### config.mk
export PLATFORM = sky130hd
export DESIGN_NAME = column_wta_inhibit
export DESIGN_NICKNAME = d
export VERILOG_FILES = /design/src/rtl/column_wta_inhibit.sv
export SDC_FILE = /design/constraint.sdc
export NUM_CORES = 1
export LEC_CHECK = 0
export ABC_AREA = 0
export ABC_CLOCK_PERIOD_IN_PS = 2200
export BUFFER_PORTS_ARGS = -buffer_cell sky130_fd_sc_hd__buf_2
export CAP_MARGIN = 20
export CORE_ASPECT_RATIO = 2
export CORE_MARGIN = 5
export CORE_UTILIZATION = 25
export CTS_CLUSTER_SIZE = 16
export DETAILED_ROUTE_END_ITERATION = 6
export MAX_ROUTING_LAYER = met4
export SLEW_MARGIN = 20
export SYNTH_ARGS = -nofsm -noshare
export SYNTH_HDL_FRONTEND = slang
export SYNTH_SLANG_ARGS = --single-unit
### constraint.sdc
create_clock -name clk -period 2.2 [get_ports clk]
set_clock_uncertainty 0.05 [all_clocks]
set_input_delay 0.11 -clock clk [delete_from_list [all_inputs] [get_ports clk]]
set_output_delay 0.11 -clock clk [all_outputs]
set_load 0.01 [all_outputs]
### src/rtl/column_wta_inhibit.sv
// column_wta_inhibit
//  One-winner-take-all lateral inhibition over a gamma cycle. The first rising
//  edge seen on in_spikes during a gamma cycle is passed through on out_spikes
//  (one clock later). Every other line stays quiet until the cycle closes. When
//  the cycle closes, {winner, time, none} is offered through a one-entry
//  valid/ready result buffer.
//
//  Optional feature macro: WTA_TIEBREAK_ROTATE_EN
//    undefined : simultaneous edges resolved by fixed priority (lowest index)
//    defined   : round-robin priority; the search starts at prio and wraps, and
//                prio moves to (winner+1)%NEURONS after each cycle that has a winner
//
//  Result handshake: an entry is transferred when result_valid && result_ready
//  are both high on a rising clock edge. result_valid, once high, stays high and
//  the payload stays stable until that transfer happens. A result produced while
//  the buffer is full and not being drained is dropped, and the sticky overflow
//  flag is set.
//
//  Debug: dbg_state exposes the FSM state (0=IDLE, 1=LISTEN, 2=INHIBIT).
module column_wta_inhibit #(
  parameter  int NEURONS   = 4,
  parameter  int GAMMA_LEN = 8,
  localparam int IW        = (NEURONS > 1) ? $clog2(NEURONS) : 1,
  localparam int TW        = (GAMMA_LEN > 1) ? $clog2(GAMMA_LEN) : 1
) (
  input  logic               clk,
  input  logic               rst,
  input  logic               gamma_start,
  input  logic [NEURONS-1:0] in_spikes,
  output logic [NEURONS-1:0] out_spikes,
  output logic               result_valid,
  input  logic               result_ready,
  output logic [IW-1:0]      result_winner,
  output logic [TW-1:0]      result_time,
  output logic               result_none,
  output logic               overflow,
  output logic [1:0]         dbg_state
);

  localparam logic [1:0] S_IDLE    = 2'd0;
  localparam logic [1:0] S_LISTEN  = 2'd1;
  localparam logic [1:0] S_INHIBIT = 2'd2;

  logic [1:0]         state;
  logic [TW-1:0]      t;
  logic [NEURONS-1:0] prev_in;
  logic [IW-1:0]      cur_winner;
  logic [TW-1:0]      cur_time;

  logic [NEURONS-1:0] edges;
  logic               sel_found;
  logic [IW-1:0]      sel_idx;
  logic [NEURONS-1:0] sel_onehot;

  logic               active;
  logic               last_t;
  logic               close_cycle;
  logic               take_last;
  logic               close_none;
  logic [IW-1:0]      close_winner;
  logic [TW-1:0]      close_time;
  logic               pop;

  assign edges     = in_spikes & ~prev_in;
  assign dbg_state = state;

  assign active      = (state == S_LISTEN) || (state == S_INHIBIT);
  assign last_t      = (t == TW'(GAMMA_LEN - 1));
  assign close_cycle = active && (gamma_start || last_t);

  // An edge sampled on the last tick of LISTEN still wins the closing cycle.
  // An edge sampled together with gamma_start belongs to the next cycle.
  assign take_last    = (state == S_LISTEN) && !gamma_start && sel_found;
  assign close_none   = (state == S_LISTEN) && !take_last;
  assign close_winner = take_last ? sel_idx : (close_none ? '0 : cur_winner);
  assign close_time   = take_last ? t       : (close_none ? '0 : cur_time);

  assign pop = result_valid && result_ready;

`ifdef WTA_TIEBREAK_ROTATE_EN
  logic [IW-1:0] prio;
  logic [IW-1:0] probe;

  // Winner search: round-robin, starting at prio and wrapping around.
  always_comb begin
    sel_found  = 1'b0;
    sel_idx    = '0;
    sel_onehot = '0;
    probe      = '0;
    for (int k = 0; k < NEURONS; k++) begin
      probe = IW'((int'(prio) + k) % NEURONS);
      if (!sel_found && edges[probe]) begin
        sel_found = 1'b1;
        sel_idx   = probe;
      end
    end
    for (int i = 0; i < NEURONS; i++) begin
      sel_onehot[i] = sel_found && (sel_idx == IW'(i));
    end
  end

  // Priority pointer: moves past the winner of every cycle that closed with one.
  always_ff @(posedge clk) begin
    if (rst) begin
      prio <= '0;
    end else if (close_cycle && !close_none) begin
      prio <= (close_winner == IW'(NEURONS - 1)) ? '0 : close_winner + IW'(1);
    end
  end
`else
  // Winner search: fixed priority, the lowest index wins.
  always_comb begin
    sel_found  = 1'b0;
    sel_idx    = '0;
    sel_onehot = '0;
    for (int i = 0; i < NEURONS; i++) begin
      if (!sel_found && edges[i]) begin
        sel_found = 1'b1;
        sel_idx   = IW'(i);
      end
    end
    for (int i = 0; i < NEURONS; i++) begin
      sel_onehot[i] = sel_found && (sel_idx == IW'(i));
    end
  end
`endif

  // Gamma-cycle FSM, tick counter, edge history and the inhibited output.
  always_ff @(posedge clk) begin
    if (rst) begin
      state      <= S_IDLE;
      t          <= '0;
      prev_in    <= '0;
      cur_winner <= '0;
      cur_time   <= '0;
      out_spikes <= '0;
    end else begin
      prev_in <= gamma_start ? '0 : in_spikes;
      if (close_cycle) begin
        t <= '0;
        if (gamma_start) begin
          // Restart: the next cycle begins on this same clock.
          if (sel_found) begin
            state      <= S_INHIBIT;
            cur_winner <= sel_idx;
            cur_time   <= '0;
            out_spikes <= sel_onehot;
          end else begin
            state      <= S_LISTEN;
            out_spikes <= '0;
          end
        end else begin
          state      <= S_IDLE;
          out_spikes <= '0;
        end
      end else begin
        case (state)
          S_IDLE: begin
            if (gamma_start) begin
              state <= S_LISTEN;
              t     <= '0;
            end
          end
          S_LISTEN: begin
            t <= t + TW'(1);
            if (sel_found) begin
              state      <= S_INHIBIT;
              cur_winner <= sel_idx;
              cur_time   <= t;
              out_spikes <= sel_onehot;
            end
          end
          S_INHIBIT: begin
            t <= t + TW'(1);
          end
          default: begin
            state <= S_IDLE;
          end
        endcase
      end
    end
  end

  // One-entry result buffer: load when empty or being drained, else drop.
  always_ff @(posedge clk) begin
    if (rst) begin
      result_valid  <= 1'b0;
      result_winner <= '0;
      result_time   <= '0;
      result_none   <= 1'b0;
    end else if (close_cycle && (!result_valid || pop)) begin
      result_valid  <= 1'b1;
      result_winner <= close_winner;
      result_time   <= close_time;
      result_none   <= close_none;
    end else if (pop) begin
      result_valid <= 1'b0;
    end
  end

  // Sticky overflow: a result was lost because the buffer was full.
  always_ff @(posedge clk) begin
    if (rst) begin
      overflow <= 1'b0;
    end else if (close_cycle && result_valid && !pop) begin
      overflow <= 1'b1;
    end
  end

endmodule

# Yosys cells after proc, flatten, opt, wreduce, memory -nomap -nowiden

Index checks and enable logic that the tools add are counted.

Input port bits: 8
Register bits: 26
Output and inout bits: 14
Logic and storage cells: 99

Reductions and logical operators: 39
Equality and inequality tests: 11
Add/sub/neg operators: 1
Multiplexer cells: 35
Bitwise operators: 2

Operators by type and width:

| operator            | number |
|---|---|
| $mux 2              | 13 |
| $mux 3              | 8 |
| $mux 4              | 5 |
| $logic_and 1x1->1   | 15 |
| $reduce_bool 2->1   | 4 |
| $logic_not 1->1     | 7 |
| $mux 1              | 7 |
| $eq 2x2->1 const B  | 3 |
| $ne 2x2->1 const B  | 3 |
| $ne 3x3->1 const B  | 2 |
| $pmux 2 s3          | 1 |
| $pmux 3 s2          | 1 |
| $reduce_and 2->1    | 3 |
| $reduce_and 3->1    | 2 |
| $reduce_or 2->1     | 3 |
| $and 4x4->4         | 1 |
| $eq 2x1->1 const B  | 2 |
| $logic_not 2->1     | 2 |
| $not 4->4           | 1 |
| $add 3x1->3 const B | 1 |
| $eq 3x3->1 const B  | 1 |
| $logic_or 1x1->1    | 3 |

# Longest topological paths before layout

Gate-level depths: netlist (run 1).

Depth after elaboration: 17
Mapped depth: 7
Mapped depth without buffers: 6

# Worst setup path after synthesis (run 1)

OpenSTA, ideal clock, no wires.

Kind: reg-to-reg
Start point: register state[0], in the netlist dbg_state[0]
End point: register cur_winner[0]
Setup slack: 0.452 ns
Data required time: 2.029 ns
Path buffers: 1
Clock period less this slack: 1.748 ns
Cell stages (with the launch flop): 8
Library setup time: 0.121 ns
Arrival: 1.577 ns
Cells stage by stage: dfxtp_1 -> inv_1 -> ha_1 -> and2_1 -> buf_4 -> a21o_4 -> a21oi_1 -> nor3_1

Cells in the longest elaborated chain, start to end: 5
Elaborated cells on any way between the ends: 8
Those cells by class: eq/ne (3); mux (1); reduce/logical (4)

Ends and longest elaborated chain:

| item                                                             | line    | text |
|---|---|---|
| start: declaration                                               | 44      | `logic [1:0] state;` |
| start signal: assignment                                         | 131     | `state <= S_IDLE;` |
| start signal: assignment                                         | 144     | `state <= S_INHIBIT;` |
| start signal: assignment                                         | 149     | `state <= S_LISTEN;` |
| $eq 2x1->1 / $eq 2x2->1 (equally long branches)                  | 67, 157 |  |
| $logic_or 1x1->1                                                 | 67      | `assign active = (state == S_LISTEN) \|\| (state == S_INHIBIT);` |
| $logic_and 1x1->1                                                | 69      | `assign close_cycle = active && (gamma_start \|\| last_t);` |
| $ne 2x2->1 (no line) / $reduce_bool 2->1 (equally long branches) | --      |  |
| $reduce_and 2->1 (no line)                                       | --      |  |
| end signal: assignment                                           | 145     | `cur_winner <= sel_idx;` |
| end signal: assignment                                           | 168     | `cur_winner <= sel_idx;` |
| end: declaration                                                 | 47      | `logic [IW-1:0] cur_winner;` |

Several ways; a longest one is shown, not always the timed one.
A chain may end at the register's enable or synchronous reset.

# Final worst setup path (run 1)

Start point: register t[0]
End point: register out_spikes[3]

Cells in the longest elaborated chain, start to end: 5
Elaborated cells on any way between the ends: 7
Those cells by class: eq/ne (1); mux (1); reduce/logical (5)

Ends and longest elaborated chain:

| item                        | line | text |
|---|---|---|
| start: declaration          | 45   | `logic [TW-1:0] t;` |
| start signal: assignment    | 165  | `t <= t + TW'(1);` |
| start signal: assignment    | 174  | `t <= t + TW'(1);` |
| $eq 3x3->1 (*)              | 68   | `assign last_t = (t == TW'(GAMMA_LEN - 1));` |
| $logic_or 1x1->1 (*)        | 69   |  |
| $logic_and 1x1->1 (*)       | 69   |  |
| $reduce_bool 2->1 (no line) | --   |  |
| $reduce_and 2->1 (no line)  | --   |  |
| end signal: assignment      | 147  | `out_spikes <= sel_onehot;` |
| end signal: assignment      | 170  | `out_spikes <= sel_onehot;` |
| end: declaration            | 30   | `output logic [NEURONS-1:0] out_spikes,` |

Mark *: on every way between the ends. The rest lies on a longest branch, timed or not.

==> results of run 1 <==
==> power by group through the flow <==
stage	Clock (mW)	Combinational, mW	Sequential (mW)
finish	0.314	0.839	0.644
global placement	0	0.836	0.652
floorplan	0	0.587	0.681
global route	0.344	0.925	0.656
CTS	0.326	0.846	0.643
detailed placement	0	0.840	0.654
==> stage by stage <==
stage                     total power [mW]  instances  hold slack, ps
after floorplan                       1.27        148             182
after detailed placement              1.49        226             290
after global routing                  1.92        231            46.5
after CTS                             1.81        231            37.3
after global placement                1.49        226             291
final                                 1.80        231            40.2
==> layer usage <==
layer	share of wire	global-route usage
met3	0.032	0.0126
met5	0	-
met4	0.059	0.0949
met2	0.57	0.192
met1	0.34	0.0860
==> state kept, by name, indices dropped and copies added (netlist names) <==
register	cells
prev_in	4
result_valid	1
overflow	1
t	3
result_winner	2
result_time	3
result_none	1
out_spikes	4
cur_time	3
dbg_state	2
cur_winner	2
==> logic make-up after synthesis <==
group           count (synthesis)
simple gates                   58
compound gates                 45
flops                          26
buf+inv                        13
fa+ha+maj                       6
==> layout make-up <==
class,count,area [um2]
clock buffers,4,55.1
flip-flops and latches,26,520
inverters,8,30.0
fillers,611,3810
repair buffers,24,130
multi-input cells,109,803
well taps,60,75.1
==> path summary, 6_finish.rpt <==
check	depth (start not counted)	from	endpoint
worst max-delay path	6	t[0]$_SDFFE_PP0P_	out_spikes[3]$_SDFFE_PP0P_
worst min-delay path	2	in_spikes[3]	prev_in[3]$_SDFF_PP0_
worst max register to register	6	t[0]$_SDFFE_PP0P_	out_spikes[3]$_SDFFE_PP0P_
worst min register to register	2	result_none$_SDFFE_PP0P_	result_none$_SDFFE_PP0P_
==> synthesized netlist by cell type, types with 3 or more instances <==
library cell   n  share of area
nand4_1        3          0.013
nor2_1        15          0.040
nand2_1        6          0.016
ha_1           6          0.054
nor2b_1        6          0.027
and2_1         5          0.022
a311oi_1       3          0.019
inv_1          8          0.022
nor3_1         5          0.018
nand2b_1       3          0.013
nand2b_4       4          0.039
o21ai_1        5          0.018
a21oi_1       12          0.043
dfxtp_1       26           0.37
==> critical path: stages (launching register included) <==
cell and delay (ps):
dfxtp_1 390, ha_1 230, ha_1 220, o21ai_4 430, nand2_2 140, or2_4 290, o32ai_1 130
==> results.yml, run 1 <==
yosys:
  synth-xor-area-share: 0
  synth_adder_area_share: 0.0539
  async_reset_ff_frac: 0
  synth.avg_cell_area_um2: 9.42
  yosys.area_share.simple: 0.268
  synth_ff_type: "dfxtp_1"
  synthesis.area_um2: 1390
  synth_compound_gate_area_share: 0.254
  synthMuxAreaShare: 0
  post_synth_inst_count: 148
  yosys_warnings: 0
  syn_nets: 162
  synth-seq-cells: 26
  yosysSeqAreaShare: 0.373
  synth_top_family_by_area: "simple AND/OR/NAND/NOR gates"
  synth_edf_count: 0
  synth.distinct_cells: 46
global_routing:
  grt_pass1_wl_mm: 5.69
  gr-usage-all-layers: 0.103
  grt_pass1_vias: 1229
  antenna_found_initial: 0
  grt_max_degree: 19
  grt-ovfl-total: 0
cts:
  clock_latency_ps: 270
  clk_pin_slew_ps: 90
  hold_buffers: 1
  cts_setup_buffers: 0
  cts_resized: 0
  numCtsBuffers: 3
  cts_num_sinks: 26
  cts_root_buf: "clkbuf_8"
  htree_levels: 1
  max-clock-path-buffers: 2
  tritoncts: "built"
power_and_ir_drop:
  p_int_mw: 1.07
  swShare: 0.405
  switching_power_mw: 0.729
  p_clk_frac: 0.175
  leakage_nw: 0.637
  pwr-share-seq: 0.358
  powerDensity_nw_per_um2: 1110
  combPwrFrac: 0.467
  ir_worst_vdd_v: 0.000362
place:
  dp_slack_ps: 257
  hpwl_mm: 2.81
  place_area_um2: 1550
  portBuffers: 21
  gp_congestion: 0.868
routing:
  wl_per_cell_um: 15.1
  firstDrtPassIters: 4
  vias: 1211
  drtIter0Drc: 18
  wl_mm: 3.50
  vias_per_cell: 5.24
  ant_nets: 0
  drc_errors: 0
layout:
  finalNetCount: 186
  utilization: 0.298
  stdcell_area_um2: 1610
  final_layout_size_suffix_gt1_frac: 0.275
  final_common_cell: "dfxtp_1"
  diodes: 0
  final_cell_mix: "dfxtp_1 (26), buf_2 (21), nor2_1 (15), a21oi_1 (12), inv_1 (8)"
  syn_to_final_growth_pct: 15.8
worst_setup_path:
  cp-end-kind: "flop"
  cp-start-kind: "flop"
  worstPathRequired_ps: 2330
  crit_fanout: 17
  r2r_slack_ps: 230
  path_class: "reg -> reg"
  cp.arrival_ps: 2100
sta:
  setup_violations: 0
  hold_viol: 0
  layout_setup_ws_ps: 230
  period_needed_ps: 1970
  worstMarginPinSlew_ps: 501
  max-slew-margin-rel: 0.665
  finalSetupTns_ps: 0
  fmax_mhz: 508
  grt_setup_unrepaired: "no"
  drv_slew: 0
  fin_crit_sh: 0.896
outcome:
  run_status: "complete, no violations"
floorplan:
  die_h_um: 116
  die_x_um: 62.8
  rows: 38
  die_area_um2: 7260
  initial_utilization: 0.257
  io_pins: 22
  core_region_area_um2: 5420
run:
  maxCapViolations: 0
worst_hold_path:
  hp-class: "in -> reg"
Power figures use the tool's default switching activity.
==> run 2: changes to the inputs <==
--- a/config.mk
+++ b/config.mk
@@ -7,13 +7,13 @@
 export LEC_CHECK = 0
 export ABC_AREA = 0
 export ABC_CLOCK_PERIOD_IN_PS = 2200
-export BUFFER_PORTS_ARGS = -buffer_cell sky130_fd_sc_hd__buf_2
 export CAP_MARGIN = 20
 export CORE_ASPECT_RATIO = 2
 export CORE_MARGIN = 5
 export CORE_UTILIZATION = 25
 export CTS_CLUSTER_SIZE = 16
 export DETAILED_ROUTE_END_ITERATION = 6
+export DONT_BUFFER_PORTS = 1
 export MAX_ROUTING_LAYER = met4
 export SLEW_MARGIN = 20
 export SYNTH_ARGS = -nofsm -noshare
==> run 2 against run 1 <==
  * Via count down 8.0%
  * Final area is 3.4% lower
  * Sequential cell count is the same
  * Critical path depth did not move
  * First-iteration DRC count up 61%
  * Maximum frequency fell by 0.45%
  * Setup slack got worse by 8.9 ps
  * Critical endpoint is now result_time[1]$_SDFFE_PP0P_
  * Largest cell class unchanged
  * Highest routed layer unchanged
==> results.yml, run 2 (synthesis gave the netlist of run 1 again) <==
sta:
  max-slew-margin-rel: 0.557
  fin_crit_sh: 0.900
  grt_setup_unrepaired: "no"
  period_needed_ps: 1980
  finalSetupTns_ps: 0
  drv_slew: 0
  hold_viol: 0
  setup_violations: 0
  fmax_mhz: 505
  worstMarginPinSlew_ps: 663
routing:
  wl_mm: 3.52
  drtIter0Drc: 29
  wl_per_cell_um: 16.4
  firstDrtPassIters: 4
  drc_errors: 0
  vias: 1114
  ant_nets: 0
  vias_per_cell: 5.18
worst_setup_path:
  cp.arrival_ps: 2070
  path_class: "reg -> reg"
  crit_fanout: 17
  r2r-start: "dbg_state[0]$_SDFFE_PP0P_"
  cp-start-kind: "flop"
  crit_path_start: "dbg_state[0]$_SDFFE_PP0P_"
  worstPathRequired_ps: 2300
  cp-end-kind: "flop"
  r2r_slack_ps: 220
floorplan:
  initial_utilization: 0.257
  die_area_um2: 7260
  io_pins: 22
  die_h_um: 116
  core_region_area_um2: 5420
  die_x_um: 62.8
  rows: 38
cts:
  clk_pin_slew_ps: 90
  cts_num_sinks: 26
  htree_levels: 1
  max-clock-path-buffers: 2
  numCtsBuffers: 3
  tritoncts: "built"
  clock_latency_ps: 280
  cts_root_buf: "clkbuf_8"
global_routing:
  grt_max_degree: 18
  grt_pass1_vias: 1184
  grt-ovfl-total: 0
  gr-usage-all-layers: 0.107
  antenna_found_initial: 0
  grt_pass1_wl_mm: 5.88
place:
  gp_congestion: 0.818
  place_area_um2: 1440
  hpwl_mm: 2.74
  portBuffers: 0
layout:
  final_cell_mix: "dfxtp_1 (26), nor2_1 (15), a21oi_1 (12), inv_1 (8)"
  regArea_um2: 520
  final_common_cell: "dfxtp_1"
  final_layout_size_suffix_gt1_frac: 0.168
  largestRegisters: "out_spikes (4), prev_in (4)"
  syn_to_final_growth_pct: 11.8
  stdcell_area_um2: 1560
  diodes: 0
  multi_input_area_um2: 803
  nFillCells: 599
  finalNetCount: 170
run:
  maxCapViolations: 0
power_and_ir_drop:
  powerDensity_nw_per_um2: 1110
  ir_worst_vdd_v: 0.000605
  design_power_total_mw: 1.74
  leakage_nw: 0.557
worst_hold_path:
  hp-class: "in -> reg"
  min_from: "gamma_start"
outcome:
  run_status: "complete, no violations"
## run 2: cell count changes in the layout (fill, tap and decap cells not counted), sizes merged
cell and delta:
buf -21, dlygate4sd3 +5
## run 2: power breakdown
part | internal [mW] | switching (mW) | leakage [nW]
clock network | 0.160 | 0.158 | 0.0288
registers | 0.577 | 0.112 | 0.212
logic | 0.287 | 0.442 | 0.316
## run 2: through the flow
stage	util	hold WS [ps]	worst slack, ps	std cells
final	0.288	7.54	221	215
after global routing	0.288	15.0	84.5	215
after CTS	0.288	5.41	190	215
after detailed placement	0.266	135	218	205
after global placement	0.266	134	279	205
after floorplan	-	182	452	148
## run 2: final timing paths
kind | endpoint | cells past startpoint
setup / recovery | result_time[1]$_SDFFE_PP0P_ | 6
hold / removal | result_none$_SDFFE_PP0P_ | 2
setup reg to reg | result_time[1]$_SDFFE_PP0P_ | 6
hold reg to reg | cur_time[0]$_SDFFE_PP0P_ | 2
## run 2: routing by layer
metal | track usage | part of all wire
met5 | - | 0
met4 | 0.0652 | 0.037
met3 | 0.0116 | 0.028
met2 | 0.203 | 0.56
met1 | 0.102 | 0.37
## run 2: layout make-up
type / instances / area share
clock buffers: 4 / 0.0353
well taps: 60 / 0.0482
flip-flops and latches: 26 / 0.334
multi-input cells: 109 / 0.515
repair buffers: 8 / 0.0482
inverters: 8 / 0.0193
## run 2: critical path: stages (launching register included)
cell	delay, ps
dfxtp_1	460
inv_1	120
ha_1	430
o21ai_4	200
nand2b_4	210
a311oi_1	290
nor3_1	80
## run 2: what timing repair did
action	in CTS	in global routing
hold buffers	6	0
hold endpoints to repair	20	0
gates resized for setup	0	0
setup buffers	0	0
